==> config.mk <==
export PLATFORM = sky130hd
export DESIGN_NAME = alu_req_arbiter
export DESIGN_NICKNAME = d
export VERILOG_FILES = /design/src/rtl/alu_req_arbiter.sv
export SDC_FILE = /design/constraint.sdc
export NUM_CORES = 1
export LEC_CHECK = 0
export BUFFER_PORTS_ARGS = -buffer_cell sky130_fd_sc_hd__buf_2
export CORE_MARGIN = 1
export CORE_UTILIZATION = 35
export CTS_BUF_LIST = sky130_fd_sc_hd__clkbuf_2 sky130_fd_sc_hd__clkbuf_4 sky130_fd_sc_hd__clkbuf_8
export DETAILED_ROUTE_END_ITERATION = 8
export PLACE_DENSITY = 0.64
export SETUP_SLACK_MARGIN = 0.02
export SYNTH_ARGS = -nofsm -noshare
export SYNTH_HDL_FRONTEND = slang
export SYNTH_SLANG_ARGS = --single-unit
==> constraint.sdc <==
create_clock -name clk -period 3.75 [get_ports clk]
set_input_delay 0.75 -clock clk [delete_from_list [all_inputs] [get_ports clk]]
set_output_delay 0.75 -clock clk [all_outputs]
set_load 0.005 [all_outputs]
==> src/rtl/alu_req_arbiter.sv <==
// -----------------------------------------------------------------------------
// alu_req_arbiter
//
// Sequencing front-end for the shared 32-bit ALU. Two requesters present
// operations over valid/ready handshakes; a round-robin arbiter picks one,
// the block drives the ALU for a single execute cycle and returns the
// registered result and flags on one tagged response channel. Only one
// operation is ever in flight.
//
// Ports
//   clk, reset                  rising-edge clock, synchronous active-high reset
//   req{0,1}_valid / _ready     request handshake (ready is combinational, IDLE only)
//   req{0,1}_op1, _op2, _code   operands and 4-bit ALU control code
//   rsp_valid / rsp_ready       response handshake
//   rsp_id                      requester that owns the response
//   rsp_result, rsp_v/n/z       registered ALU result and flags
//   rsp_err                     illegal code, no ALU operation performed
//   alu_op1, alu_op2            operands to the ALU (hold last value outside EXEC)
//   alu_control_code            ALU control, 4'b1111 (NOP) outside EXEC
//   alu_result, alu_*_flag      combinational ALU outputs, sampled in EXEC
// -----------------------------------------------------------------------------
module alu_req_arbiter (
  input  logic        clk,
  input  logic        reset,

  input  logic        req0_valid,
  output logic        req0_ready,
  input  logic [31:0] req0_op1,
  input  logic [31:0] req0_op2,
  input  logic [3:0]  req0_code,

  input  logic        req1_valid,
  output logic        req1_ready,
  input  logic [31:0] req1_op1,
  input  logic [31:0] req1_op2,
  input  logic [3:0]  req1_code,

  output logic        rsp_valid,
  input  logic        rsp_ready,
  output logic        rsp_id,
  output logic [31:0] rsp_result,
  output logic        rsp_v,
  output logic        rsp_n,
  output logic        rsp_z,
  output logic        rsp_err,

  output logic [31:0] alu_op1,
  output logic [31:0] alu_op2,
  output logic [3:0]  alu_control_code,
  input  logic [31:0] alu_result,
  input  logic        alu_v_flag,
  input  logic        alu_n_flag,
  input  logic        alu_z_flag
);

  typedef enum logic [1:0] {
    IDLE = 2'd0,
    EXEC = 2'd1,
    RESP = 2'd2
  } state_t;

  localparam logic [3:0] CODE_NOP = 4'b1111;
  localparam logic [3:0] CODE_ADD = 4'b0010;
  localparam logic [3:0] CODE_SUB = 4'b0110;

  // Codes the ALU actually implements; anything else is answered with rsp_err.
  function automatic logic is_legal(input logic [3:0] code);
    case (code)
      4'b0000, 4'b0001, 4'b0010, 4'b0110,
      4'b0111, 4'b1001, 4'b1100, 4'b1101: is_legal = 1'b1;
      default:                            is_legal = 1'b0;
    endcase
  endfunction

  // The ALU only updates its flags for ADD and SUB; for everything else the
  // flag inputs are stale and must not leak into the response.
  function automatic logic flags_meaningful(input logic [3:0] code);
    flags_meaningful = (code == CODE_ADD) || (code == CODE_SUB);
  endfunction

  state_t      state;
  logic        last_id;   // requester served most recently (priority pointer)
  logic [3:0]  cap_code;  // code of the operation in flight
  logic        cap_id;    // owner of the operation in flight

  // ---------------------------------------------------------------------------
  // Arbitration (combinational, only meaningful in IDLE)
  // ---------------------------------------------------------------------------
  logic        grant_valid;
  logic        grant_id;
  logic        accept;
  logic [31:0] sel_op1;
  logic [31:0] sel_op2;
  logic [3:0]  sel_code;

  // NOTE: every signal assigned in an always_comb gets a value on every path
  // (here via the defaults at the top) so no latch is inferred.
  always_comb begin
    grant_valid = req0_valid | req1_valid;
    grant_id    = 1'b0;
    if (req0_valid && req1_valid) begin
      // Contention: favour whoever was not served last.
      grant_id = ~last_id;
    end else if (req1_valid) begin
      grant_id = 1'b1;
    end
  end

  // Reset overrides the handshake so nothing is accepted in the reset cycle.
  assign accept     = (state == IDLE) && !reset && grant_valid;
  assign req0_ready = accept && !grant_id;
  assign req1_ready = accept &&  grant_id;

  assign sel_op1  = grant_id ? req1_op1  : req0_op1;
  assign sel_op2  = grant_id ? req1_op2  : req0_op2;
  assign sel_code = grant_id ? req1_code : req0_code;

  // ---------------------------------------------------------------------------
  // Sequencer: single FSM with all outputs registered
  // ---------------------------------------------------------------------------
  // NOTE: sequential state uses non-blocking assignments so every register
  // samples the pre-edge values regardless of statement order.
  always_ff @(posedge clk) begin
    if (reset) begin
      state            <= IDLE;
      last_id          <= 1'b1;     // so req0 wins the first contention
      cap_code         <= CODE_NOP;
      cap_id           <= 1'b0;
      alu_op1          <= '0;
      alu_op2          <= '0;
      alu_control_code <= CODE_NOP;
      rsp_valid        <= 1'b0;
      rsp_id           <= 1'b0;
      rsp_result       <= '0;
      rsp_v            <= 1'b0;
      rsp_n            <= 1'b0;
      rsp_z            <= 1'b0;
      rsp_err          <= 1'b0;
    end else begin
      case (state)
        IDLE: begin
          if (grant_valid) begin
            cap_id   <= grant_id;
            cap_code <= sel_code;
            if (is_legal(sel_code)) begin
              // Operands and code go straight onto the ALU pins, which then
              // hold them for the single EXEC cycle.
              alu_op1          <= sel_op1;
              alu_op2          <= sel_op2;
              alu_control_code <= sel_code;
              state            <= EXEC;
            end else begin
              // Illegal code: skip the ALU and answer immediately.
              rsp_id     <= grant_id;
              rsp_result <= '0;
              rsp_v      <= 1'b0;
              rsp_n      <= 1'b0;
              rsp_z      <= 1'b0;
              rsp_err    <= 1'b1;
              rsp_valid  <= 1'b1;
              state      <= RESP;
            end
          end
        end

        EXEC: begin
          rsp_id           <= cap_id;
          rsp_result       <= alu_result;
          rsp_v            <= flags_meaningful(cap_code) && alu_v_flag;
          rsp_n            <= flags_meaningful(cap_code) && alu_n_flag;
          rsp_z            <= flags_meaningful(cap_code) && alu_z_flag;
          rsp_err          <= 1'b0;
          rsp_valid        <= 1'b1;
          alu_control_code <= CODE_NOP;
          state            <= RESP;
        end

        RESP: begin
          // rsp_* stay untouched here so they are stable under back-pressure.
          if (rsp_ready) begin
            rsp_valid <= 1'b0;
            last_id   <= rsp_id;
            state     <= IDLE;
          end
        end

        default: begin
          state            <= IDLE;
          rsp_valid        <= 1'b0;
          alu_control_code <= CODE_NOP;
        end
      endcase
    end
  end

endmodule

Yosys cells after proc, flatten, opt, wreduce, memory -nomap -nowiden. Memories as Yosys holds them, arrays and structs flattened. Cells that the tools add are included.

Register bits: 114. Bits in read-only memories: 16. Input bits: 176. Output and inout port bits: 108. Logic and storage cells: 77. Memories kept: 1.

Equality and inequality tests: 8. Mux-type cells: 31. Bitwise operators: 3. Reduce and logical (&&, ||, !) cells: 20.

Memory list: (name not given) (depth 16, bits a word 1, read ports 1, clocked after memory_dff 0, write ports 0, line 68) `case (code)`.

Operators by type and width (number): $mux 32 (4); $pmux 32 s2 (1); $mux 1 (12); $mux 4 (3); $reduce_and 3->1 (4); $pmux 1 s2 (5); $logic_and 1x1->1 (8); $pmux 4 s2 (1); $mux 2 (3); $ne 2x2->1 const B (3); $pmux 2 s3 (1); $reduce_and 2->1 (3); $eq 4x2->1 const B (1); $eq 4x3->1 const B (1); $pmux 1 s3 (1); $eq 2x1->1 const B (1); $eq 2x2->1 const B (1); $logic_not 1->1 (2); $logic_not 2->1 (1); $ne 2x1->1 const B (1); $not 1->1 (2); $reduce_bool 2->1 (1); $logic_or 1x1->1 (1); $or 1x1->1 (1).

Depth between registers and ports, before layout. An unclocked memory read counts as a cell.

Depth in word-level cells: 10. Gate-level depth with buffers: 8. Depth with buffers taken out: 5.

Least setup slack after synthesis. OpenSTA, ideal clock, no wires.

Path type: in2reg. Start: in req1_valid. End: reg alu_op1[0]. Library setup time: 0.121 ns. Arrival: 2.311 ns. Setup slack: 1.318 ns. Stages on the path: 7. Cells stage by stage: a21boi_2 > mux2_4 > a211o_1 > o2bb2a_4 > buf_6 > buf_6 > mux2_4.

Word-level cells in the longest chain between the ends: 8.

RTL lines: from (decl) (line 32) `input logic req1_valid,`; $mux 1 or $logic_and 1x1->1 (tied branches) (line 104, 101); $mux 1 (line 101) `if (req0_valid && req1_valid) begin`; $mux 4 (line 116) `assign sel_code = grant_id ? req1_code : req0_code;`; $mem_v2 16x1; $mux 1 (line 142) `if (grant_valid) begin`; $mux 1 (line 140) `case (state)`; $mux 1 (line 124) `if (reset) begin`; $reduce_and 3->1 (no source line); to (signal assigned) (line 148) `alu_op1 <= sel_op1;`; to (decl) (line 47) `output logic [31:0] alu_op1,`.

Several ways; a longest one is shown, not always the timed one. The select of a mux whose other input is x is not followed. A chain may end at the register's enable or synchronous reset.

Worst setup path after layout.
Start: in req0_valid. End: out req1_ready.

Word-level cells in the longest chain between the ends: 3.

RTL lines: from (decl) (line 26) `input logic req0_valid,`; $or 1x1->1 or $logic_and 1x1->1 (tied branches) (line 99, 101); $logic_and 1x1->1 or $mux 1 (tied branches) (line 110, 101); $logic_and 1x1->1 (*) (line 112) `assign req1_ready = accept && grant_id;`; to (decl) (line 33) `output logic req1_ready,`.

Every way passes the cells marked *; elsewhere a longest branch is shown, timed or not.

==> run_results.csv <==
group,metric,value,unit
outcome,outcome,"finished, final reports clean",
clock_tree,cts_tree,"yes",
global_routing,grt_pass1_wl,27500,microns
clock_tree,clock_path_buffers,2,
drt,vias,5668,
place,portBuffers,283,
timing,tightest_slew,1.05,ns
global_routing,grt_use_met2,33.5,%
synthesis,synthTopCellsByArea,"dfxtp_1, mux2_4, nand2_1",
timing,finalSetupTns,0,ns
cells_and_area,antennaDiodeCount,0,
clock_tree,post_cts_buffers,0,
drt,postRouteAntennaNets,0,
synthesis,yosys_register_bits,113,
floorplan,rows,47,
global_routing,grt_overflow,0,
place,pre_cts_ws,0.786,ns
floorplan,io_pins,284,
drt,drt_iter0_drc,206,
synthesis,yosysTopAreaCell,"dfxtp_1",
cells_and_area,multi_input_area,3370,sq um
synthesis,ys_top_cells_by_count,"nand2_1, dfxtp_1, a21oi_1",
synthesis,synth_warnings,0,
synthesis,synth_edf_count,0,
synthesis,synth_cell_types,36,
timing,slew_violations,0,
synthesis,yosys_most_used_dff,"dfxtp_1",
timing,finalCritPeriodShare,69.2,%
cells_and_area,ff_latch_area,2260,sq um
cells_and_area,layout-drive-gt1-share,44.5,%
timing,setup_violations,0,
place,hpwl,12200,microns
timing,setup_slack,1.15,ns
cells_and_area,nNetsFinal,1133,
cells_and_area,final_util,47.9,%
place,gp_congestion,0.797,
clock_tree,cts.sinks,113,
cells_and_area,area_delta_synth_final,33.9,%
floorplan,dieArea,17500,sq um
critical_path,path_max_fanout,65,
synthesis,yosysMostFrequentCell,"nand2_1",
drt,wire_per_inst,14.6,microns
power,p_per_area,444,nW/um^2
drt,drc,0,
floorplan,initial_core_util,35.7,%
synthesis,synthCells,703,
critical_path,crit_arrival,1.85,ns
critical_path,crit_path_end_kind,"primary output",
synthesis,syn_avg_cell_area,8.43,sq um
power,peakVddDrop,0.367,mV
floorplan,dieWidth,132,microns
synthesis,synth_area,5930,sq um
clock_tree,cts_buffers,17,
global_routing,grt_util_all_layers,19.9,%
drt,drt_pre_antenna_iters,4,
timing,fmax,0.385,GHz
clock_tree,post_cts_resized,0,
timing,finalClockSkew,0.00936,ns
cells_and_area,nFillCells,1652,
timing,hold_slack,0.464,ns
synthesis,synth_fp_nets,879,
global_routing,grt_max_degree,66,
timing,relSlewSlack,29.8,%
critical_path,reg2reg_slack,1.37,ns
critical_path,worstSetupPathType,"in2out",
clock_tree,clockRootBuffer,"clkbuf_8",
synthesis,synth_top_area_share,38.2,%
floorplan,die_height,132,microns
power,leakage,3.91,nW
clock_tree,htree_levels,4,
timing,rsz0062_at_grt,"false",
global_routing,use_met3,7.04,%
place,dpl_cell_area,7460,sq um
clock_tree,holdBufCountCts,0,
clock_tree,worstSkewPairLatency,0.44,ns
global_routing,grt_pass1_vias,5428,
run,drv_cap,0,
timing,hold_violations,0,
synthesis,yosysSeqAreaShare,38.2,%
floorplan,core-area,16600,sq um
drt,drt-total-wl,17400,microns
critical_path,required,3.00,ns
cells_and_area,finalInstanceArea,7940,sq um
drt,via_per_inst,4.76,
global_routing,top_usage_layer,"met2",
clock_tree,cts.clk_slew.worst_paths,0.07,ns
global_routing,use_met1,23.4,%
global_routing,antenna_found_initial,0,
hold_path,min_path_type,"reg2reg",
critical_path,crit_path_start_kind,"input port",
synthesis,ys_async_sr_fraction,0,%
timing,finalCriticalPeriod,2.60,ns
## area by class of cell
class	instances	share of cell area (%)
Clock buffer	23	3.75
Clock inverter	9	2.24
Inverter	4	0.189
Multi-Input combinational cell	525	42.5
Sequential cell	113	28.5
Tap cell	220	3.47
Timing Repair Buffer	296	19.4
## critical path, stage by stage
cell and delay [ns]:
buf_2 0.15, nand2_1 0.08, nand2_2 0.08, buf_4 0.52, nor3_1 0.10, buf_2 0.16
## worst paths after layout
check,start,end,cells past startpoint
setup / recovery,req0_valid,req1_ready,6
hold / removal,rsp_err,rsp_err,2
setup reg to reg,last_id,state[1],7
hold reg to reg,rsp_err,rsp_err,2
## cells in the final DEF, fill, tap and decap left out, drive strengths merged, types with 5 or more instances in the layout
cell type,netlist,layout
o21ai,8,8
clkbuf,41,23
bufinv,0,5
a21oi,100,100
a31o,33,33
nor2b,65,65
mux2i,6,6
nand2b,6,6
nor3,5,5
buf,20,296
dfxtp,113,113
nor2,8,8
mux2,65,65
nand2,199,199
## report_power, final
part	leakage, nW	internal, mW	switching (mW)	total (mW)
Sequential	0.922	1.31	0.0517	1.36
Combinational	2.74	0.396	0.394	0.791
Clock	0.244	0.867	0.510	1.38
Total	3.91	2.57	0.956	3.53
## state kept, by name (all words and copies together), names as in the netlist
name              cells
cap_code              3
rsp_v                 1
state                 2
alu_op2              32
rsp_z                 1
last_id               1
alu_op1              32
rsp_err               1
alu_control_code      4
rsp_id                1
rsp_valid             1
cap_id                1
rsp_n                 1
rsp_result           32
## cells by family (layout without fill, tap and decap cells)
logic type / Yosys count / after routing / share of synthesized area (%)
compound gates: 164 / 164 / 17.5
buf+inv: 65 / 332 / 5.19
flops: 113 / 113 / 38.2
mux: 71 / 71 / 17.2
simple gates: 290 / 290 / 22.0
## stage by stage
step | instances | power [mW]
6_report | 1190 | 3.53
5_1_grt | 1190 | 3.70
4_1_cts | 1190 | 3.57
3_5_place_dp | 1158 | 2.18
3_3_place_gp | 1158 | 2.18
2_1_floorplan | 703 | 1.89
## layer usage
layer  up-vias  part of all wire [%]
met5         -                     0
met3        18                   8.0
met1      2562                    42
met2       211                    48
met4         0                   1.5
li1       2877                     -
Power figures use the tool's default switching activity.
